### src/rtl/key_debounce.sv
// Key/switch debouncer: 2-flop synchroniser, consecutive-stability counter and
// a 4-state qualification FSM producing a clean level plus rise/fall pulses.
module key_debounce #(
  parameter  int CNT_MAX = 1000000,
  localparam int CW      = $clog2(CNT_MAX)
) (
  input  logic clk,
  input  logic rst,
  input  logic key_in,
  output logic key_level,
  output logic key_rise,
  output logic key_fall,
  output logic busy
);

  // state     | meaning
  // IDLE_LOW  | level 0 accepted, waiting for a high sample
  // CHK_HIGH  | qualifying a candidate 0->1 transition
  // IDLE_HIGH | level 1 accepted, waiting for a low sample
  // CHK_LOW   | qualifying a candidate 1->0 transition
  typedef enum logic [1:0] {
    IDLE_LOW  = 2'd0,
    CHK_HIGH  = 2'd1,
    IDLE_HIGH = 2'd2,
    CHK_LOW   = 2'd3
  } state_t;

  localparam logic [CW-1:0] CNT_LAST = CW'(CNT_MAX - 1);

  state_t        state, state_nxt;
  logic [CW-1:0] cnt, cnt_nxt;
  logic          sync1, sync2;
  logic          level_nxt, rise_nxt, fall_nxt;
  logic          cnt_done;

  assign cnt_done = (cnt == CNT_LAST);

  always_ff @(posedge clk) begin
    if (rst) begin
      sync1     <= 1'b0;
      sync2     <= 1'b0;
      state     <= IDLE_LOW;
      cnt       <= '0;
      key_level <= 1'b0;
      key_rise  <= 1'b0;
      key_fall  <= 1'b0;
    end else begin
      sync1     <= key_in;
      sync2     <= sync1;
      state     <= state_nxt;
      cnt       <= cnt_nxt;
      key_level <= level_nxt;
      key_rise  <= rise_nxt;
      key_fall  <= fall_nxt;
    end
  end

  always_comb begin
    state_nxt = state;
    case (state)
      IDLE_LOW:  if (sync2) state_nxt = CHK_HIGH;
      CHK_HIGH: begin
        if (!sync2)        state_nxt = IDLE_LOW;
        else if (cnt_done) state_nxt = IDLE_HIGH;
      end
      IDLE_HIGH: if (!sync2) state_nxt = CHK_LOW;
      CHK_LOW: begin
        if (sync2)         state_nxt = IDLE_HIGH;
        else if (cnt_done) state_nxt = IDLE_LOW;
      end
      default:   state_nxt = IDLE_LOW;
    endcase
  end

  // Counter only advances while the candidate value persists; any state change clears it.
  always_comb begin
    cnt_nxt   = '0;
    level_nxt = key_level;
    rise_nxt  = 1'b0;
    fall_nxt  = 1'b0;
    case (state)
      CHK_HIGH: begin
        if (sync2) begin
          if (cnt_done) begin
            level_nxt = 1'b1;
            rise_nxt  = 1'b1;
          end else begin
            cnt_nxt = cnt + CW'(1);
          end
        end
      end
      CHK_LOW: begin
        if (!sync2) begin
          if (cnt_done) begin
            level_nxt = 1'b0;
            fall_nxt  = 1'b1;
          end else begin
            cnt_nxt = cnt + CW'(1);
          end
        end
      end
      default: cnt_nxt = '0;
    endcase
  end

  assign busy = (state == CHK_HIGH) || (state == CHK_LOW);

endmodule

### config.mk
export PLATFORM = sky130hd
export DESIGN_NAME = key_debounce
export DESIGN_NICKNAME = d
export VERILOG_FILES = /design/src/rtl/key_debounce.sv
export SDC_FILE = /design/constraint.sdc
export NUM_CORES = 1
export LEC_CHECK = 0
export ABC_AREA = 1
export ABC_CLOCK_PERIOD_IN_PS = 1400
export BUFFER_PORTS_ARGS = -buffer_cell sky130_fd_sc_hd__buf_2
export CORE_ASPECT_RATIO = 1.75
export CORE_MARGIN = 1
export CORE_UTILIZATION = 45
export CTS_CLUSTER_DIAMETER = 80
export CTS_CLUSTER_SIZE = 30
export DETAILED_ROUTE_END_ITERATION = 10
export PLACE_DENSITY_LB_ADDON = 0.12
export SYNTH_ARGS = -nofsm -noshare
export SYNTH_HDL_FRONTEND = slang
export SYNTH_SLANG_ARGS = --single-unit
export TNS_END_PERCENT = 10
### constraint.sdc
create_clock -name clk -period 1.4 [get_ports clk]
set_input_delay 0.07 -clock clk [delete_from_list [all_inputs] [get_ports clk]]
set_output_delay 0.07 -clock clk [all_outputs]
set_load 0.01 [all_outputs]
==> results of run 1 <==
-- final timing paths --
path | from | to | slack [ns]
min reg2reg | sync1$_SDFF_PP0_ | sync2$_SDFF_PP0_ | 0.43
min | sync1$_SDFF_PP0_ | sync2$_SDFF_PP0_ | 0.43
max | cnt[0]$_SDFF_PP0_ | cnt[7]$_SDFF_PP0_ | 0.05
max reg2reg | cnt[0]$_SDFF_PP0_ | cnt[7]$_SDFF_PP0_ | 0.05
-- critical path, delay by kind of cell (launching register included) --
family / cells / cell delay (ns)
buffers and inverters: 1 / 0.18
AND/OR/NAND/NOR: 5 / 0.58
flip-flops: 1 / 0.34
adder cells (fa/ha/maj): 1 / 0.17
-- flip-flops by register name (all words and copies together) (netlist names), named ones only --
name	flops
sync2	1
sync1	1
state	1
cnt	20
key_fall	1
key_level	1
key_rise	1
-- cells by family (layout without fill, tap and decap cells) --
kind of cell | after synthesis | after routing | share of synthesized area, %
adder cells (fa/ha/maj) | 1 | 1 | 0.978
AND/OR/NAND/NOR | 105 | 105 | 38.6
AO/OA/AOI/OAI | 7 | 7 | 3.13
buffers and inverters | 26 | 49 | 8.22
flip-flops | 27 | 27 | 42.3
XOR/XNOR | 10 | 10 | 6.85
-- layout make-up --
class	instances	area share [%]
Multi-Input combinational cell	123	44.6
Sequential cell	27	34.6
Clock buffer	4	2.85
Timing Repair Buffer	21	10.1
Tap cell	27	2.14
Inverter	24	5.70
-- through the flow --
| step | util, % | hold WS [ns] | power (mW) |
|---|---|---|---|
| after floorplan | - | 0.141 | 0.822 |
| after global placement | 53.2 | 0.276 | 0.833 |
| after detailed placement | 53.2 | 0.282 | 0.833 |
| after CTS | 56.4 | 0.426 | 1.27 |
| after global routing | 58.8 | 0.445 | 1.31 |
| final | 58.8 | 0.431 | 1.25 |
-- routing by layer --
layer | wire (um) | global-route usage [%] | vias to the layer above | part of all wire [%]
met5 | 0 | 0 | - | 0
met4 | 78 | 10.4 | 0 | 2.9
met3 | 32 | 2.74 | 7 | 1.2
met2 | 1610 | 39.0 | 9 | 59
met1 | 992 | 19.1 | 519 | 37
li1 | - | - | 586 | -
-- power groups by stage --
| stage | combinational, mW | sequential [mW] | clock, mW |
|---|---|---|---|
| 2_1_floorplan | 0.0260 | 0.796 | 0 |
| 3_3_place_gp | 0.0353 | 0.797 | 0 |
| 3_5_place_dp | 0.0356 | 0.798 | 0 |
| 4_1_cts | 0.0400 | 0.779 | 0.449 |
| 5_1_grt | 0.0446 | 0.781 | 0.480 |
| 6_report | 0.0404 | 0.779 | 0.435 |
-- repair_timing --
action | 4_1_cts | 5_1_grt
endpoints found under the setup margin | 18 | 22
hold endpoints to repair | 2 | 0
pin swaps | 2 | 3
setup buffers | 0 | 1
hold buffers | 2 | 0
resized for setup | 5 | 20
-- synth_stat cells --
master / count
nor3_1: 2
nand2_2: 2
nor2_2: 4
buf_6: 1
nor2_4: 1
nand3_4: 1
nand2_1: 32
dfxtp_1: 27
nand3_1: 10
o21ai_2: 1
xor2_1: 6
clkbuf_1: 1
nand4_1: 2
inv_1: 23
nor3b_1: 3
nand3_2: 2
xnor2_1: 4
inv_2: 1
nor2_1: 43
a21oi_1: 3
a31oi_1: 1
ha_1: 1
nor3_2: 3
o21ai_0: 2
==> flow_metrics.env, run 1 <==
export IMPL_status="finished, final reports clean"
export IMPL_dp_cells=219
export IMPL_cts_buffers=3
export IMPL_postSynthCellCount=176
export IMPL_synthTopCellsByArea="dfxtp_1 42%, nor2_1 13%, nand2_1 9.4%, inv_1 6.8%, xor2_1 4.1%"
export IMPL_hold_path_cell_count=2
export IMPL_drive_above_1_share_pct=28.1
export IMPL_synth_nets=180
export IMPL_grt_first_pass_wirelength_um=4640
export IMPL_p_seq_share_pct=62.1
export IMPL_htreeDepth=1
export IMPL_slowest_stage="dfxtp_2"
export IMPL_clkLatencyLatePin_ns=0.27
export IMPL_nets=204
export IMPL_setup_ws_ns=0.0534
export IMPL_rsz0062_at_grt="yes"
export IMPL_vias=1121
export IMPL_leakage_nw=0.591
export IMPL_cts_clk_slew_worst_paths_ns=0.09
export IMPL_setup_tns_final_ns=0
export IMPL_dieHeight_um=72.5
export IMPL_drc_errors=0
export IMPL_cp_required_ns=1.59
export IMPL_dieArea_sq_um=3070
export IMPL_power_internal_mw=0.995
export IMPL_hold_class="reg -> reg"
export IMPL_power_per_cell_area_nw_per_um2=793
export IMPL_multiInputGateArea_sq_um=706
export IMPL_tightest_slew_ns=0.319
export IMPL_final_min_clock_period_ns=1.35
export IMPL_clock_skew_ns=0.00508
export IMPL_p_switching_mw=0.260
export IMPL_pin_count=7
export IMPL_place_ws_ns=-0.0452
export IMPL_synth_largest_area_cell="dfxtp_1"
export IMPL_p_comb_share_pct=3.2
export IMPL_via_per_inst=4.96
export IMPL_start_kind="register"
export IMPL_end_kind="register"
export IMPL_max_slew_margin_rel_pct=78.5
export IMPL_placement_io_buffers=6
export IMPL_arrival_ns=1.54
export IMPL_fin_crit_sh_pct=96.2
export IMPL_drtPass1Iterations=4
export IMPL_wl_per_cell_um=12.0
export IMPL_clockBufferDepth=2
export IMPL_start_util_pct=47.5
export IMPL_critPathMostFrequentCell="nand3_4"
export IMPL_final_cell_mix="35 x nor2_1, 30 x nand2_1, 22 x inv_1, 22 x dfxtp_1, 12 x buf_4"
export IMPL_gp_congestion=0.883
export IMPL_grt_total_usage_pct=19.9
export IMPL_clock_power_share_pct=34.7
export IMPL_layout_commonest_cell="nor2_1"
export IMPL_yosysSeqAreaShare_pct=42.3
export IMPL_ir_worst_vdd_mv=0.766
export IMPL_postSynthAreaPerCell_sq_um=7.27
export IMPL_drt_wl_total_um=2710
export IMPL_stdcell_area_sq_um=1580
export IMPL_clock_sinks=27
export IMPL_placed_cell_area_sq_um=1430
export IMPL_ys_warnings_count=0
export IMPL_synth_area_sq_um=1280
export IMPL_antenna_found_initial=0
export IMPL_grt_max_degree=15
export IMPL_netlist_area_leader_share_pct=42.3
export IMPL_cp_slowest_stage_delay_ns=0.34
export IMPL_worstRegToRegCells=7
export IMPL_timing_max_transition_violations_final=0
export IMPL_dp_hpwl_um=2060
export IMPL_syn_to_final_growth_pct=23.7
export IMPL_dieWidth_um=42.3
export IMPL_cp_cell_sequence="ha_4 -> nand3_4 -> nor2_4 -> nand3_4 -> nand3_4 -> buf_12 -> nor3b_2"
export IMPL_drtIter0Drc=20
export IMPL_grt_overflow=0
export IMPL_synth_cell_types=24
export IMPL_antenna_left=0
export IMPL_ys_ff_latch=27
export IMPL_stdcell_count=226
export IMPL_core_area_sq_um=2690
export IMPL_num_fill_cells=261
export IMPL_cts_root_buf="clkbuf_8"
export IMPL_switching_share_pct=20.7
export IMPL_layout_area_seq_sq_um=547
export IMPL_grt_pass1_vias=1138
export IMPL_timing_fmax_ghz=0.743
export IMPL_critPathKind="reg -> reg"
export IMPL_cts_tree="yes"
export IMPL_cp_max_fo=9
export IMPL_antenna_cells=0
export IMPL_setup_viol=0
export IMPL_cap_violations=0
export IMPL_hold_viol=0
export IMPL_rows=25
(Power assumes the default switching activity.)
==> inputs of run 2 (changes only) <==
- ABC_CLOCK_PERIOD_IN_PS: 1400 -> 1200
- clock period: 1.4 -> 1.2 ns (I/O delays scaled with it)
==> run 2 against run 1 <==
- the flow now finishes with violations (negative setup slack)
- register-to-register slack got worse by 0.17 ns
- worst hold slack got worse by 0.38 ns
- clock skew shrank 0.0039 ns
- clock power increased by 18%
- critical path depth is the same
- largest power group unchanged
==> flow_metrics.env, run 2 (same netlist as run 1, synthesis figures left out) <==
export IMPL_status="finished with violations"
export IMPL_violations="negative setup slack"
export IMPL_grt_pass1_vias=1199
export IMPL_via_per_inst=4.83
export IMPL_dieHeight_um=72.5
export IMPL_rows=25
export IMPL_dieArea_sq_um=3070
export IMPL_hold_viol=0
export IMPL_cts_root_buf="clkbuf_8"
export IMPL_antenna_cells=0
export IMPL_antenna_found_initial=0
export IMPL_dp_hpwl_um=2230
export IMPL_layout_commonest_cell="buf_4"
export IMPL_wl_per_cell_um=11.7
export IMPL_top_register="cnt"
export IMPL_critPathKind="reg -> reg"
export IMPL_end_kind="register"
export IMPL_htreeDepth=1
export IMPL_slowest_stage="dfxtp_2"
export IMPL_grt_total_usage_pct=20.8
export IMPL_setup_ws_ns=-0.115
export IMPL_timing_max_transition_violations_final=0
export IMPL_placement_io_buffers=6
export IMPL_drc_errors=0
export IMPL_drtIter0Drc=19
export IMPL_ir_worst_vdd_mv=0.654
export IMPL_setup_tns_final_ns=-1.91
export IMPL_dieWidth_um=42.3
export IMPL_final_min_clock_period_ns=1.31
export IMPL_drive_above_1_share_pct=38.7
export IMPL_tightest_slew_ns=0.345
export IMPL_leakage_nw=0.739
export IMPL_grt_overflow=0
export IMPL_start_util_pct=47.5
export IMPL_cp_max_fo=5
export IMPL_timing_fmax_ghz=0.760
export IMPL_drtPass1Iterations=4
export IMPL_syn_to_final_growth_pct=41.6
export IMPL_hold_class="in -> reg"
export IMPL_fin_crit_sh_pct=110
export IMPL_clock_skew_ns=0.00122
export IMPL_gp_congestion=0.876
export IMPL_arrival_ns=1.52
export IMPL_clkLatencyLatePin_ns=0.27
export IMPL_multiInputGateArea_sq_um=733
export IMPL_layout_area_seq_sq_um=547
export IMPL_cts_tree="yes"
export IMPL_final_cell_mix="37 x buf_4, 34 x nor2_1, 30 x nand2_1"
export IMPL_cp_slowest_stage_delay_ns=0.35
export IMPL_num_fill_cells=243
export IMPL_start_kind="register"
export IMPL_clockBufferDepth=2
export IMPL_rsz0062_at_grt="yes"
export IMPL_cp_required_ns=1.40
export IMPL_largest_reg_flops=20
export IMPL_grt_first_pass_wirelength_um=4870
export IMPL_cp_cell_sequence="ha_4 -> nand3_4 -> nor2_4 -> nand3_4 -> nand3_4 -> buf_4 -> nor3_1"
export IMPL_core_area_sq_um=2690
export IMPL_pin_count=7
export IMPL_setup_viol=24
export IMPL_total_power_mw=1.48
export IMPL_vias=1216
export IMPL_critPathMostFrequentCell="nand3_4"
export IMPL_cts_buffers=3
export IMPL_cts_clk_slew_worst_paths_ns=0.09
export IMPL_antenna_left=0
export IMPL_drt_wl_total_um=2950
export IMPL_clock_sinks=27
export IMPL_power_per_cell_area_nw_per_um2=816
export IMPL_grt_max_degree=15
export IMPL_nets=230
export IMPL_max_slew_margin_rel_pct=76.9
export IMPL_cap_violations=0
[run 2: per-stage QoR]
step	std cells	area [sq um]	hold WS (ns)	setup WS (ns)	utilization, %
finish	252	1810	0.0521	-0.115	67.3
global route	252	1810	0.0707	-0.191	67.3
CTS	251	1790	0.0398	-0.107	66.5
detailed placement	242	1650	0.264	-0.142	61.2
global placement	242	1650	0.261	-0.0913	61.2
floorplan	176	1320	0.131	0.000109	-
[run 2: worst max-delay path: cells and delay by family (launching register included)]
| kind | cells | cell delay [ns] |
|---|---|---|
| and+or+nand+nor | 5 | 0.56 |
| DFF | 1 | 0.35 |
| buffers and inverters | 1 | 0.17 |
| adders and majority gates | 1 | 0.16 |
[run 2: power breakdown]
group / total [mW] / switching [mW] / internal [mW]
clock network: 0.514 / 0.276 / 0.238
registers: 0.908 / 0.00504 / 0.903
logic: 0.0561 / 0.0302 / 0.0259
total: 1.48 / 0.311 / 1.17
[run 2: per-layer routing]
| layer | global-route usage, % | vias to the layer above | wire, um |
|---|---|---|---|
| met5 | 0 | - | 0 |
| met3 | 1.49 | 5 | 26 |
| li1 | - | 640 | - |
| met4 | 9.38 | 0 | 55 |
| met1 | 20.6 | 564 | 1160 |
| met2 | 41.9 | 7 | 1700 |
[run 2: worst paths after layout]
| check | from | end | slack (ns) | cells past startpoint |
|---|---|---|---|---|
| worst min-delay path | rst | state[0]$_SDFFE_PP0P_ | 0.05 | 4 |
| worst min register to register | sync1$_SDFF_PP0_ | sync2$_SDFF_PP0_ | 0.42 | 2 |
| worst max-delay path | cnt[1]$_SDFF_PP0_ | cnt[18]$_SDFF_PP0_ | -0.11 | 7 |
| worst max register to register | cnt[1]$_SDFF_PP0_ | cnt[18]$_SDFF_PP0_ | -0.11 | 7 |
[run 2: layout make-up]
cell class / count / share of cell area, %
Inverter: 24 / 4.98
Multi-Input combinational cell: 123 / 40.5
Tap cell: 27 / 1.87
Sequential cell: 27 / 30.2
Timing Repair Buffer: 47 / 20.0
Clock buffer: 4 / 2.49
[run 2: repair_timing]
action,4_1_cts,5_1_grt
buffers inserted,3,1
hold buffers,2,0
hold endpoints to repair,2,0
pin swaps,6,2
gates resized for setup,15,8
endpoints found under the setup margin,24,26
==> inputs of run 3 (changes only) <==
- CORE_ASPECT_RATIO: 1.75 -> not set
- CORE_MARGIN: 1 -> not set
- RECOVER_POWER: not set -> 25
==> run 3 against run 2 <==
- the run still ends with negative setup slack left
- worst hold slack improved by 0.37 ns
- non-clock buffer count fell by 3
- cell count did not move
- critical path type unchanged
- highest routed layer is now met3
==> flow_metrics.env, run 3 (same netlist as run 1, synthesis figures left out) <==
export IMPL_status="finished with violations"
export IMPL_violations="negative setup slack"
export IMPL_vias=1189
export IMPL_grt_pass1_vias=1145
export IMPL_grt_total_usage_pct=19.2
export IMPL_leakage_nw=0.721
export IMPL_fin_crit_sh_pct=112
export IMPL_final_cell_mix="34 x nor2_1, 34 x buf_4, 26 x nand2_1"
export IMPL_finish_utilization_pct=69.4
export IMPL_top_register="cnt"
export IMPL_p_comb_share_pct=3.7
export IMPL_via_per_inst=4.72
export IMPL_antenna_left=0
export IMPL_drtPass1Iterations=4
export IMPL_grt_first_pass_wirelength_um=4750
export IMPL_largest_reg_flops=20
export IMPL_p_switching_mw=0.299
export IMPL_arrival_ns=1.58
export IMPL_nets=227
export IMPL_rsz0062_at_grt="yes"
export IMPL_dieHeight_um=55.3
export IMPL_cp_required_ns=1.43
export IMPL_cts_buffers=3
export IMPL_p_seq_share_pct=67.0
export IMPL_power_internal_mw=1.05
export IMPL_drive_above_1_share_pct=39.6
export IMPL_final_min_clock_period_ns=1.34
export IMPL_core_area_sq_um=2590
export IMPL_power_per_cell_area_nw_per_um2=752
export IMPL_clock_power_share_pct=29.3
export IMPL_critPathKind="reg -> reg"
export IMPL_dieArea_sq_um=3060
export IMPL_cap_violations=0
export IMPL_ir_worst_vdd_mv=0.892
export IMPL_antenna_cells=0
export IMPL_syn_to_final_growth_pct=40.5
export IMPL_tightest_slew_ns=0.337
export IMPL_setup_ws_ns=-0.144
export IMPL_gp_congestion=0.887
export IMPL_cts_root_buf="clkbuf_4"
export IMPL_clockBufferDepth=2
export IMPL_grt_max_degree=15
export IMPL_timing_fmax_ghz=0.744
export IMPL_clkLatencyLatePin_ns=0.32
export IMPL_timing_max_transition_violations_final=0
export IMPL_antenna_found_initial=0
export IMPL_rows=18
export IMPL_cts_clk_slew_worst_paths_ns=0.14
export IMPL_hold_class="reg -> reg"
export IMPL_wl_per_cell_um=11.3
export IMPL_drt_wl_total_um=2860
export IMPL_start_kind="register"
export IMPL_htreeDepth=1
export IMPL_setup_viol=23
export IMPL_max_slew_margin_rel_pct=77.4
export IMPL_clock_skew_ns=0.00250
export IMPL_hold_slack_ns=0.419
export IMPL_cts_tree="yes"
export IMPL_end_kind="register"
export IMPL_placement_io_buffers=6
export IMPL_clock_sinks=27
export IMPL_switching_share_pct=22.1
export IMPL_cp_max_fo=4
export IMPL_drtIter0Drc=13
export IMPL_place_ws_ns=-0.150
export IMPL_dp_hpwl_um=2080
export IMPL_hold_viol=0
export IMPL_dieWidth_um=55.3
export IMPL_grt_overflow=0
export IMPL_drc_errors=0
export IMPL_pin_count=7
export IMPL_start_util_pct=49.4
-- run 3: changes by cell type in the layout (fill, tap and decap cells not counted), sizes merged --
| cell | before | now |
|---|---|---|
| dlymetal6s4s | 1 | 0 |
| dlygate4sd3 | 1 | 2 |
| buf | 45 | 42 |
-- run 3: metrics by stage --
stage          total power, mW  TNS, ns  cells  cell area (sq um)
4_1_cts                   1.37    -2.14    249               1710
2_1_floorplan            0.960        0    176               1320
3_5_place_dp             0.974    -2.03    242               1640
3_3_place_gp             0.973    -1.22    242               1640
5_1_grt                   1.41    -3.11    252               1800
6_report                  1.35    -1.23    252               1800
-- run 3: cell type report --
type | count | area, sq um
fill | 211 | 793
multi-input combinational | 123 | 739
sequential | 27 | 558
timing repair buffer | 44 | 345
inverter | 24 | 90.1
tap | 30 | 37.5
clock buffer | 4 | 26.3
-- run 3: path summary, 6_finish.rpt --
kind / startpoint / endpoint / slack, ns / cells after the start
worst max-delay path: cnt[1]$_SDFF_PP0_ / cnt[18]$_SDFF_PP0_ / -0.14 / 8
worst min-delay path: sync1$_SDFF_PP0_ / sync2$_SDFF_PP0_ / 0.42 / 2
worst min register to register: sync1$_SDFF_PP0_ / sync2$_SDFF_PP0_ / 0.42 / 2
worst max register to register: cnt[1]$_SDFF_PP0_ / cnt[18]$_SDFF_PP0_ / -0.14 / 8
-- run 3: what timing repair did --
item | 4_1_cts | 5_1_grt
endpoints found under the hold margin | 2 | 0
resized for setup | 6 | 24
hold buffers | 2 | 0
buffers inserted | 1 | 3
endpoints found under the setup margin | 25 | 25
pin swaps | 6 | 8
-- run 3: power by group through the flow --
stage | clock network, mW | registers (mW) | logic, mW
after floorplan | 0 | 0.929 | 0.0304
after global placement | 0 | 0.929 | 0.0436
after detailed placement | 0 | 0.930 | 0.0447
after CTS | 0.409 | 0.910 | 0.0498
after global routing | 0.449 | 0.907 | 0.0560
final | 0.396 | 0.905 | 0.0498
-- run 3: layer usage --
layer	GRT usage, %	part of all wire (%)
met1	25.6	46
met2	32.5	51
met3	4.22	3.2
met4	2.50	0
met5	0	0
-- run 3: worst max-delay path, stage by stage (launching register included) --
cell,delay (ns)
dfxtp_2,0.39
ha_4,0.15
nand3_4,0.09
nor2_2,0.14
nand2_2,0.10
nor2_4,0.12
nand2_1,0.06
nor2_1,0.13
nor3_1,0.07
